--- config.mk ---
export PLATFORM = sky130hd
export DESIGN_NAME = uart_tx_queue
export DESIGN_NICKNAME = d
export VERILOG_FILES = /design/src/rtl/uart_pkg.sv /design/src/rtl/uart_sync_fifo.sv /design/src/rtl/uart_tx_queue.sv
export SDC_FILE = /design/constraint.sdc
export NUM_CORES = 1
export LEC_CHECK = 0
export ABC_CLOCK_PERIOD_IN_PS = 7200
export CELL_PAD_IN_SITES_DETAIL_PLACEMENT = 2
export CELL_PAD_IN_SITES_GLOBAL_PLACEMENT = 2
export CORE_MARGIN = 2
export CORE_UTILIZATION = 40
export DETAILED_ROUTE_END_ITERATION = 16
export PLACE_DENSITY = 0.74
export SYNTH_ARGS = -nofsm -noshare
export SYNTH_HDL_FRONTEND = slang
export SYNTH_SLANG_ARGS = --single-unit
--- constraint.sdc ---
create_clock -name clock -period 7.2 [get_ports clock]
set_input_delay 2.16 -clock clock [delete_from_list [all_inputs] [get_ports clock]]
set_output_delay 2.16 -clock clock [all_outputs]
set_load 0.01 [all_outputs]
--- src/rtl/uart_pkg.sv ---
// uart_pkg -- definitions shared by the UART transmit-side blocks.
//   BYTE_W                : width of one UART data byte
//   FRAME_CYCLES_DEFAULT  : default clocks per transmitter frame
//                           (start + 8 data + stop, one clock per bit)
//   txq_state_t           : pacer state encoding for uart_tx_queue
package uart_pkg;

  localparam int BYTE_W               = 8;
  localparam int FRAME_CYCLES_DEFAULT = 10;

  typedef enum logic [0:0] {
    TXQ_IDLE = 1'b0,
    TXQ_WAIT = 1'b1
  } txq_state_t;

endpackage

--- src/rtl/uart_sync_fifo.sv ---
// uart_sync_fifo -- single-clock FIFO with separate occupancy counter.
// Parameters: WIDTH (entry width), DEPTH (entries, power of two >= 2).
// Ports:
//   clock, reset_n  : clock, asynchronous active-low reset
//   wr_data         : entry to push
//   push_req        : push request; ignored while full (even if a pop
//                     happens on the same edge)
//   pop_req         : pop request; ignored while empty
//   head            : entry at the read pointer (combinational read)
//   full, empty     : derived from the registered count
//   count           : occupied entries
module uart_sync_fifo #(
  parameter int WIDTH = 8,
  parameter int DEPTH = 8,
  parameter int CNT_W = $clog2(DEPTH + 1)
) (
  input  logic             clock,
  input  logic             reset_n,
  input  logic [WIDTH-1:0] wr_data,
  input  logic             push_req,
  input  logic             pop_req,
  output logic [WIDTH-1:0] head,
  output logic             full,
  output logic             empty,
  output logic [CNT_W-1:0] count
);

  localparam int              PTR_W      = $clog2(DEPTH);
  localparam logic [CNT_W-1:0] FULL_COUNT = CNT_W'(DEPTH);

  logic [WIDTH-1:0] mem [DEPTH];
  logic [PTR_W-1:0] wr_ptr_reg;
  logic [PTR_W-1:0] rd_ptr_reg;
  logic [CNT_W-1:0] count_reg;
  logic             push;
  logic             pop;

  assign full  = (count_reg == FULL_COUNT);
  assign empty = (count_reg == '0);
  assign count = count_reg;

  // Gated on the registered full flag, so a pop on the same edge never
  // frees room for a push that was offered while full.
  assign push = push_req && !full;
  assign pop  = pop_req && !empty;

  // The consumer registers head itself, so an unregistered read keeps
  // the pop-to-output latency at one edge.
  assign head = mem[rd_ptr_reg];

  // Storage is not reset: stale entries are unreachable once the
  // pointers and count return to zero.
  always_ff @(posedge clock) begin
    if (push) begin
      mem[wr_ptr_reg] <= wr_data;
    end
  end

  // Pointers wrap naturally because DEPTH is a power of two.
  always_ff @(posedge clock or negedge reset_n) begin
    if (!reset_n) begin
      wr_ptr_reg <= '0;
      rd_ptr_reg <= '0;
      count_reg  <= '0;
    end else begin
      if (push) begin
        wr_ptr_reg <= wr_ptr_reg + 1'b1;
      end
      if (pop) begin
        rd_ptr_reg <= rd_ptr_reg + 1'b1;
      end
      case ({push, pop})
        2'b10:   count_reg <= count_reg + 1'b1;
        2'b01:   count_reg <= count_reg - 1'b1;
        default: count_reg <= count_reg;
      endcase
    end
  end

endmodule

--- src/rtl/uart_tx_queue.sv ---
// uart_tx_queue -- byte queue and frame pacer feeding a UART transmitter
// that has no busy output. Bytes are buffered and released one at a time
// with a single-cycle start pulse; successive pulses are spaced by
// FRAME_CYCLES+1 clocks so no pulse lands while a frame is in flight.
// Parameters: DEPTH (queue entries, power of two >= 2),
//             FRAME_CYCLES (clocks per transmitter frame, >= 2).
// Ports:
//   clock, reset_n   : clock, asynchronous active-low reset
//   wr_data/wr_valid : producer byte and its valid
//   wr_ready         : !full (registered state only, no path from wr_valid)
//   tx_byte          : registered byte to the transmitter
//   start_transfert  : registered one-cycle start pulse
//   full/empty/count : queue occupancy
// Optional (macro UART_TXQ_OVERFLOW_EN):
//   ovf_clr          : clears the overflow flag
//   overflow         : sticky flag, set by any write offered while full;
//                      set wins over a simultaneous clear
module uart_tx_queue
  import uart_pkg::*;
#(
  parameter int DEPTH        = 8,
  parameter int FRAME_CYCLES = FRAME_CYCLES_DEFAULT
) (
  input  logic                       clock,
  input  logic                       reset_n,
  input  logic [BYTE_W-1:0]          wr_data,
  input  logic                       wr_valid,
  output logic                       wr_ready,
  output logic [BYTE_W-1:0]          tx_byte,
  output logic                       start_transfert,
`ifdef UART_TXQ_OVERFLOW_EN
  input  logic                       ovf_clr,
  output logic                       overflow,
`endif
  output logic                       full,
  output logic                       empty,
  output logic [$clog2(DEPTH+1)-1:0] count
);

  localparam int               FC_W       = $clog2(FRAME_CYCLES);
  localparam logic [FC_W-1:0]  FRAME_LOAD = FC_W'(FRAME_CYCLES - 1);

  txq_state_t        state_reg, state_next;
  logic [FC_W-1:0]   frame_cnt_reg, frame_cnt_next;
  logic [BYTE_W-1:0] tx_byte_reg, tx_byte_next;
  logic              start_reg, start_next;
  logic              pop;
  logic [BYTE_W-1:0] head;
  logic              fifo_full;
  logic              fifo_empty;

  uart_sync_fifo #(
    .WIDTH (BYTE_W),
    .DEPTH (DEPTH)
  ) u_fifo (
    .clock    (clock),
    .reset_n  (reset_n),
    .wr_data  (wr_data),
    .push_req (wr_valid),
    .pop_req  (pop),
    .head     (head),
    .full     (fifo_full),
    .empty    (fifo_empty),
    .count    (count)
  );

  assign wr_ready        = !fifo_full;
  assign full            = fifo_full;
  assign empty           = fifo_empty;
  assign tx_byte         = tx_byte_reg;
  assign start_transfert = start_reg;

  // State and output registers.
  always_ff @(posedge clock or negedge reset_n) begin
    if (!reset_n) begin
      state_reg     <= TXQ_IDLE;
      frame_cnt_reg <= '0;
      tx_byte_reg   <= '0;
      start_reg     <= 1'b0;
    end else begin
      state_reg     <= state_next;
      frame_cnt_reg <= frame_cnt_next;
      tx_byte_reg   <= tx_byte_next;
      start_reg     <= start_next;
    end
  end

  // Next state. WAIT lasts FRAME_CYCLES edges (counter FRAME_CYCLES-1
  // down to 0) and the following IDLE edge issues the next pulse, which
  // gives the FRAME_CYCLES+1 spacing under backlog.
  always_comb begin
    state_next = state_reg;
    case (state_reg)
      TXQ_IDLE: if (!fifo_empty)          state_next = TXQ_WAIT;
      TXQ_WAIT: if (frame_cnt_reg == '0)  state_next = TXQ_IDLE;
      default:                            state_next = TXQ_IDLE;
    endcase
  end

  // Outputs: pop, byte load, start pulse and frame counter.
  always_comb begin
    pop            = 1'b0;
    tx_byte_next   = tx_byte_reg;
    start_next     = 1'b0;
    frame_cnt_next = frame_cnt_reg;
    case (state_reg)
      TXQ_IDLE: begin
        if (!fifo_empty) begin
          pop            = 1'b1;
          tx_byte_next   = head;
          start_next     = 1'b1;
          frame_cnt_next = FRAME_LOAD;
        end
      end
      TXQ_WAIT: begin
        if (frame_cnt_reg != '0) begin
          frame_cnt_next = frame_cnt_reg - 1'b1;
        end
      end
      default: begin
        frame_cnt_next = '0;
      end
    endcase
  end

`ifdef UART_TXQ_OVERFLOW_EN
  logic overflow_reg;

  always_ff @(posedge clock or negedge reset_n) begin
    if (!reset_n) begin
      overflow_reg <= 1'b0;
    end else if (wr_valid && fifo_full) begin
      overflow_reg <= 1'b1;
    end else if (ovf_clr) begin
      overflow_reg <= 1'b0;
    end
  end

  assign overflow = overflow_reg;
`endif

endmodule
==> run_results.csv, run 1 <==
group,metric,value,unit
critical_path,r2r-start,"u_fifo.count[2]",
yosys,synth_edf_count,64,
global_route,grt_overflow_total,0,
sta,finalSetupViolations,0,
clock_tree,cts_tree,"built",
run_status,status,"finished, final reports clean",
yosys,yosys.area_share.simple,9.28,%
critical_path,r2r-end,"u_fifo.count[2]",
global_route,grt_util_all_layers,17.8,%
yosys,synth_commonest_cells,"edfxtp_1 (64), mux2i_1 (34), nand2_1 (30), dfrtp_1 (24), a22oi_1 (16)",
layout,nets,288,
yosys,synth_top_family_by_area,"multiplexers",
layout,drive_gt1_share,9.78,%
layout,largest_reg_flops,64,
yosys,synthTopCellsByArea,"edfxtp_1 (53%), dfrtp_1 (17%), mux2i_1 (9.5%)",
detailed_routing,first_iter_violations,90,
yosys,ys_types,34,
die,die_y,98.8,um
yosys,synth.mux.area_fraction,10.1,%
global_route,grt_pass1_wl,12900,um
layout,num-fill-cells,824,
sta,tightest_slew,1.29,ns
clock_tree,clk-insertion-delay-late,0.35,ns
detailed_routing,drt-wirelength-per-cell,21.4,um
global_route,first_global_vias,2253,
critical_path,start_kind,"flip-flop",
die,die_w,98.8,um
min_path,hp-class,"flip-flop to flip-flop",
die,ios,27,
yosys,synth_xor_area_share,1.95,%
sta,hold_viol,0,
sta,relSlewSlack,13.5,%
detailed_routing,via_per_inst,5.29,
critical_path,startpoint,"u_fifo.count[0]",
yosys,yosysTopAreaCell,"edfxtp_1",
clock_tree,cts_resized,0,
global_route,grt_max_degree,35,
yosys,ys_warn_count,0,
clock_tree,numCtsBuffers,9,
critical_path,crit_fanout,8,
critical_path,crit_type,"flip-flop to output port",
yosys,synthCells,243,
die,start_util,41.3,%
layout,diodes,0,
critical_path,required,5.04,ns
yosys,synth-seq-cells,88,
sta,fin_crit_sh,57.7,%
critical_path,cp-end-kind,"output port",
detailed_routing,drc,0,
place,gp_congestion,0.744,
yosys,synthMostInstantiatedCell,"edfxtp_1",
sta,fin_skew,0.0119,ns
yosys,syn_area,0.00360,mm2
die,core.rowCount,34,
pwr,ir_worst_vdd,0.000181,V
yosys,synth_top_area_share,53.4,%
sta,fmax,0.241,GHz
critical_path,r2r_cells,10,
sta,rsz0062_at_grt,"false",
place,portBuffers,26,
global_route,antenna_found_initial,0,
place,place_area,0.00395,mm2
detailed_routing,drt_wl_total,8200,um
clock_tree,postCtsSetupBuffers,0,
die,dieArea,0.00977,mm2
yosys,synthAdderAreaFrac,2.09,%
yosys,seq_area_frac_synth,70.1,%
layout,areaGrowthSynthToFinish,16.2,%
place,hpwl,5420,um
pwr,p_leak,1.60,nW
die,coreArea,0.00872,mm2
clock_tree,cts_htree_levels,3,
critical_path,critPathCapture,"full",
clock_tree,cts_hold_buffers,0,
clock_tree,cts_root_buf,"clkbuf_8",
sta,finalMaxSlewViolations,0,
detailed_routing,drt_pass1_iterations,4,
clock_tree,cts_sinks,88,
detailed_routing,via_count,2033,
detailed_routing,antenna_left,0,
sta,finalSetupTns,0,ns
yosys,synth_compound_area_share,4.52,%
flow_run,cap_violations,0,
yosys,syn-num-nets,260,
yosys,avgSynthCellArea,14.8,um2
critical_path,arrival,1.99,ns
yosys,synth_flop_cell,"edfxtp_1",
pwr,powerDensity,410,mW/mm2
clock_tree,clk_pin_slew,0.09,ns
layout,final_cell_area,0.00418,mm2
sta,finalCriticalPeriod,4.15,ns
clock_tree,clock_path_buffers,2,
critical_path,regToRegSetupSlack,3.83,ns
yosys,synth-async-reset-ratio,27.3,%
==> critical path, cell delays in order, from the launching register on <==
cell	delay, ns
dfrtp_1	0.49
or4b_4	0.57
inv_1	0.07
clkdlybuf4s50_1	0.52
==> final cells by class <==
cell class / count / area, um2 / share of cell area, %
clock buffer: 13 / 181 / 4.34
clock inverter: 3 / 45.0 / 1.08
inverter: 5 / 20.0 / 0.479
multi-input combinational: 140 / 1010 / 24.1
sequential: 88 / 2520 / 60.3
tap: 108 / 135 / 3.23
timing repair buffer: 27 / 268 / 6.40
==> power breakdown <==
| part | switching [W] | internal [W] |
|---|---|---|
| Combinational | 0.000274 | 0.000259 |
| Sequential | 0.000134 | 0.000668 |
| Clock | 0.000176 | 0.000204 |
==> routing by layer <==
| metal | vias to the layer above | global-route usage, % | part of all wire, % |
|---|---|---|---|
| met2 | 21 | 30.9 | 52 |
| met3 | 8 | 2.91 | 2.1 |
| met4 | 0 | 5.48 | 0.91 |
| met5 | - | 0 | 0 |
| met1 | 1051 | 22.9 | 45 |
| li1 | 953 | - | - |
==> how the worst min path moves through the flow <==
stage / from / to / slack [ns] / depth (start not counted)
after floorplan: u_fifo.wr_ptr_reg[0] / u_fifo.wr_ptr_reg[0] / 0.48 / 2
after CTS: tx_byte[7] / tx_byte[7] / 0.49 / 2
after global placement: tx_byte[1] / tx_byte[1] / 0.46 / 2
final: tx_byte[7] / tx_byte[7] / 0.48 / 2
after detailed placement: tx_byte[7] / tx_byte[7] / 0.47 / 2
after global routing: tx_byte[7] / tx_byte[7] / 0.51 / 2
==> metrics by stage <==
step	total power, W	worst slack, ns	instances	util, %	hold slack, ns
floorplan	0.00113	3.66	243	-	0.483
global placement	0.00132	3.03	368	45.3	0.462
detailed placement	0.00136	2.78	368	45.3	0.467
CTS	0.00174	3.03	384	47.9	0.488
global route	0.00182	2.97	384	48.0	0.510
finish	0.00172	3.05	384	48.0	0.483
==> cell usage in the layout, fill, tap and decap left out, types with 2 or more instances in the layout <==
cell type,count
edfxtp_1,64
mux2i_1,34
nand2_1,30
clkdlybuf4s50_1,26
dfrtp_1,23
a22oi_1,16
clkbuf_8,9
nor2_1,8
nand3_1,8
ha_1,6
xor2_1,4
inv_1,4
o21ai_0,4
xnor2_1,4
nand2b_1,3
nor3_1,2
nand2_2,2
nor2b_1,2
a21oi_1,2
mux2_2,2
clkbuf_16,2
clkbuf_1,2
==> cells by family after synthesis <==
family                   after synthesis
AO/OA/AOI/OAI                         24
multiplexers                          36
adder cells (fa/ha/maj)                6
AND/OR/NAND/NOR                       66
flip-flops                            88
buffers and inverters                 15
XOR/XNOR                               8
(Power assumes the default switching activity.)
==> inputs of run 2 (changes only) <==
Settings changed: ABC_CLOCK_PERIOD_IN_PS 7200 to 3500, CORE_UTILIZATION 40 to 38, PLACE_DENSITY 0.74 to 0.73.
Clock period 7.2 ns to 3.5 ns, I/O delays scaled along.
==> run_results.csv, run 2 (same netlist as run 1, synthesis figures left out) <==
group,metric,value,unit
global_route,first_global_vias,2327,
global_route,grt_max_degree,35,
critical_path,arrival,2.03,ns
layout,drive_gt1_share,13.0,%
sta,fmax,0.325,GHz
global_route,grt_util_all_layers,17.9,%
layout,areaGrowthSynthToFinish,17.9,%
place,hpwl,5490,um
sta,fin_skew,0.0129,ns
global_route,antenna_found_initial,0,
clock_tree,cts_hold_buffers,0,
die,die_y,101,um
critical_path,regToRegSetupSlack,0.58,ns
sta,finalMaxSlewViolations,0,
die,dieArea,0.0103,mm2
critical_path,required,2.45,ns
critical_path,cp_slowest_stage_delay,0.60,ns
clock_tree,numCtsBuffers,9,
pwr,powerDensity,840,mW/mm2
clock_tree,cts_resized,0,
layout,final_util,46.1,%
clock_tree,cts_htree_levels,3,
sta,hold_viol,0,
critical_path,crit_family,"buffers and inverters",
place,dpl_worst_slack,0.462,ns
die,ios,27,
clock_tree,cts_sinks,88,
layout,layout_common_cells,"edfxtp_1 (64), mux2i_1 (34), nand2_1 (30)",
die,core.rowCount,35,
run_status,status,"finished, final reports clean",
place,portBuffers,26,
sta,finalSetupTns,0,ns
place,gp_congestion,0.703,
sta,fin_crit_sh,88.0,%
detailed_routing,drt_pass1_iterations,4,
flow_run,cap_violations,0,
sta,finalCriticalPeriod,3.08,ns
pwr,p_leak,1.63,nW
detailed_routing,first_iter_violations,77,
min_path,hp-class,"flip-flop to flip-flop",
detailed_routing,antenna_left,0,
critical_path,path_cells,"or4b_4, inv_1, clkdlybuf4s50_1",
layout,diodes,0,
layout,largest_reg_flops,64,
sta,relSlewSlack,31.7,%
clock_tree,clk-insertion-delay-late,0.36,ns
detailed_routing,via_per_inst,5.30,
detailed_routing,drt_wl_total,8480,um
detailed_routing,drt-wirelength-per-cell,21.4,um
die,coreArea,0.00920,mm2
layout,nets,297,
critical_path,start_kind,"flip-flop",
sta,worst_slack,0.420,ns
clock_tree,clk_pin_slew,0.09,ns
sta,tightest_slew,1.02,ns
critical_path,slowest_stage,"or4b_4",
critical_path,crit_fanout,6,
clock_tree,cts_tree,"built",
sta,worst_hold_slack,0.481,ns
sta,rsz0062_at_grt,"false",
detailed_routing,via_count,2097,
global_route,grt_overflow_total,0,
critical_path,crit_type,"flip-flop to output port",
layout,final_common_cell,"edfxtp_1",
critical_path,path_buf_inv,2,
critical_path,cp-end-kind,"output port",
global_route,grt_pass1_wl,13200,um
clock_tree,cts_root_buf,"clkbuf_8",
die,die_w,101,um
clock_tree,postCtsSetupBuffers,0,
die,start_util,39.1,%
sta,finalSetupViolations,0,
detailed_routing,drc,0,
pwr,ir_worst_vdd,0.000381,V
clock_tree,clock_path_buffers,2,
-- run 2: power breakdown --
group	switching [W]	internal (W)
Clock	0.000371	0.000402
Sequential	0.000274	0.00137
Combinational	0.000582	0.000563
-- run 2: worst register-to-register path, cell delays in order (launching register included) --
cell and delay [ns]:
dfrtp_1 0.47, nor4_2 0.33, or2_1 0.14, buf_4 0.21, inv_1 0.31, ha_1 0.39
xor2_1 0.17, ha_1 0.21, a21oi_1 0.18, xor2_1 0.17, nor2_1 0.07, xor2_1 0.15
-- run 2: path summary, 6_finish.rpt --
path,startpoint,to,cells past startpoint
hold reg to reg,tx_byte[5],tx_byte[5],2
min in group asynchronous,reset_n,u_fifo.rd_ptr_reg[0],2
hold / removal,tx_byte[5],tx_byte[5],2
setup / recovery,u_fifo.count[2],full,3
max in group asynchronous,reset_n,u_fifo.wr_ptr_reg[0],2
setup reg to reg,u_fifo.count[2],u_fifo.count[2],11
-- run 2: per-stage QoR --
step | cell area [um2] | power (W) | instances
after global placement | 4020 | 0.00273 | 380
after CTS | 4240 | 0.00362 | 396
after floorplan | 3600 | 0.00233 | 243
after global routing | 4240 | 0.00378 | 396
final | 4240 | 0.00356 | 396
after detailed placement | 4020 | 0.00283 | 380
-- run 2: area by class of cell --
cell class | count | area [um2]
well taps | 111 | 139
inverters | 5 | 20.0
multi-input cells | 140 | 1000
flip-flops and latches | 88 | 2520
clock inverters | 7 | 96.3
clock buffers | 9 | 124
repair buffers | 36 | 335
fillers | 889 | 4950
-- run 2: routing by layer --
metal  global-route usage [%]  share of wire [%]  up-vias
li1                         -                  -      967
met1                     22.5                 43     1077
met2                     30.3                 52       42
met3                     3.52                3.2       11
met4                     7.48                1.9        0
met5                        0                  0        -
==> inputs of run 3 (changes only) <==
Settings changed: GPL_TIMING_DRIVEN from default to 0, SKIP_CTS_REPAIR_TIMING from default to 1.
==> run_results.csv, run 3 (same netlist as run 1, synthesis figures left out) <==
group,metric,value,unit
pwr,powerDensity,837,mW/mm2
die,core.rowCount,35,
place,gp_congestion,0.728,
layout,areaGrowthSynthToFinish,16.7,%
layout,diodes,0,
global_route,grt_util_all_layers,18.3,%
sta,hold_viol,0,
detailed_routing,drt_pass1_iterations,4,
critical_path,crit_type,"flip-flop to output port",
sta,tightest_slew,1.22,ns
place,dpl_worst_slack,0.433,ns
layout,drive_gt1_share,11.9,%
layout,final_common_cell,"edfxtp_1",
clock_tree,numCtsBuffers,9,
detailed_routing,via_per_inst,5.28,
layout,layout_common_cells,"edfxtp_1 (64), mux2i_1 (34), nand2_1 (30)",
die,dieArea,0.0103,mm2
critical_path,cp_slowest_stage_delay,0.58,ns
clock_tree,cts_htree_levels,3,
pwr,ir_worst_vdd,0.000351,V
global_route,grt_pass1_wl,13500,um
critical_path,arrival,2.00,ns
critical_path,path_cells,"or4b_4, inv_1, clkdlybuf4s50_1",
sta,rsz0062_at_grt,"false",
sta,fin_crit_sh,87.2,%
critical_path,required,2.45,ns
sta,finalSetupTns,0,ns
detailed_routing,antenna_left,0,
critical_path,cp-end-kind,"output port",
sta,fmax,0.328,GHz
place,hpwl,5560,um
layout,largest_reg_flops,64,
global_route,antenna_found_initial,0,
die,die_y,101,um
clock_tree,clk-insertion-delay-late,0.35,ns
detailed_routing,drc,0,
die,die_w,101,um
clock_tree,cts_sinks,88,
flow_run,cap_violations,0,
sta,worst_slack,0.447,ns
detailed_routing,drt-wirelength-per-cell,21.8,um
critical_path,path_buf_inv,2,
clock_tree,clk_pin_slew,0.09,ns
die,start_util,39.1,%
sta,fin_skew,0.00798,ns
sta,relSlewSlack,18.7,%
sta,worst_hold_slack,0.484,ns
detailed_routing,first_iter_violations,46,
critical_path,start_kind,"flip-flop",
sta,finalMaxSlewViolations,0,
clock_tree,cts_root_buf,"clkbuf_8",
layout,num-fill-cells,897,
min_path,hp-class,"flip-flop to flip-flop",
critical_path,crit_fanout,8,
run_status,status,"finished, final reports clean",
die,ios,27,
clock_tree,clock_path_buffers,2,
global_route,first_global_vias,2365,
global_route,grt_max_degree,25,
clock_tree,cts_tree,"built",
place,portBuffers,26,
layout,nets,297,
detailed_routing,drt_wl_total,8630,um
critical_path,slowest_stage,"or4b_4",
sta,finalSetupViolations,0,
global_route,grt_overflow_total,0,
pwr,p_leak,1.61,nW
sta,finalCriticalPeriod,3.05,ns
die,coreArea,0.00920,mm2
detailed_routing,via_count,2089,
critical_path,crit_family,"buffers and inverters",
## run 3: cell types whose count changed in the layout (fill, tap and decap cells not counted), sizes merged
cell / change
bufinv: -1
clkinv: +1
inv: +2
clkinvlp: -2
## run 3: layout make-up
| class | count | area [um2] | share of cell area [%] |
|---|---|---|---|
| clock inverters | 7 | 68.8 | 1.64 |
| plain buffers | 10 | 51.3 | 1.22 |
| clock buffers | 9 | 124 | 2.95 |
| flip-flops and latches | 88 | 2520 | 60.1 |
| repair buffers | 26 | 260 | 6.20 |
| inverters | 5 | 20.0 | 0.477 |
| well taps | 111 | 139 | 3.31 |
| multi-input cells | 140 | 1010 | 24.2 |
## run 3: per-stage QoR
step	util [%]	instances	cell area (um2)	power (W)
2_1_floorplan	-	243	3600	0.00233
3_3_place_gp	43.5	380	4000	0.00277
3_5_place_dp	43.6	380	4010	0.00285
4_1_cts	45.7	396	4200	0.00356
5_1_grt	45.7	396	4200	0.00373
6_report	45.7	396	4200	0.00352
## run 3: worst paths after layout
path	slack, ns	cells past startpoint	start	endpoint
hold reg to reg	0.48	2	tx_byte[1]	tx_byte[1]
min in group asynchronous	1.34	1	reset_n	tx_byte[0]
hold / removal	0.48	2	tx_byte[1]	tx_byte[1]
max in group asynchronous	1.43	1	reset_n	tx_byte[2]
setup reg to reg	0.76	12	u_fifo.count[2]	u_fifo.count[2]
setup / recovery	0.45	3	u_fifo.count[0]	full
## run 3: metal layers
layer / global-route usage [%] / wire (um)
met1: 22.4 / 3740
met2: 33.1 / 4580
met5: 0 / 0
met4: 6.44 / 162
met3: 2.69 / 145
## run 3: worst min-delay path, cell delays in order, from the launching register on
cell and delay (ns):
dfrtp_1 0.35, nand2_1 0.05, nand2_1 0.06
## run 3: power breakdown
group	switching, W	internal (W)
Combinational	0.000705	0.000559
Sequential	0.000176	0.00138
Clock	0.000370	0.000331
Total	0.00125	0.00227
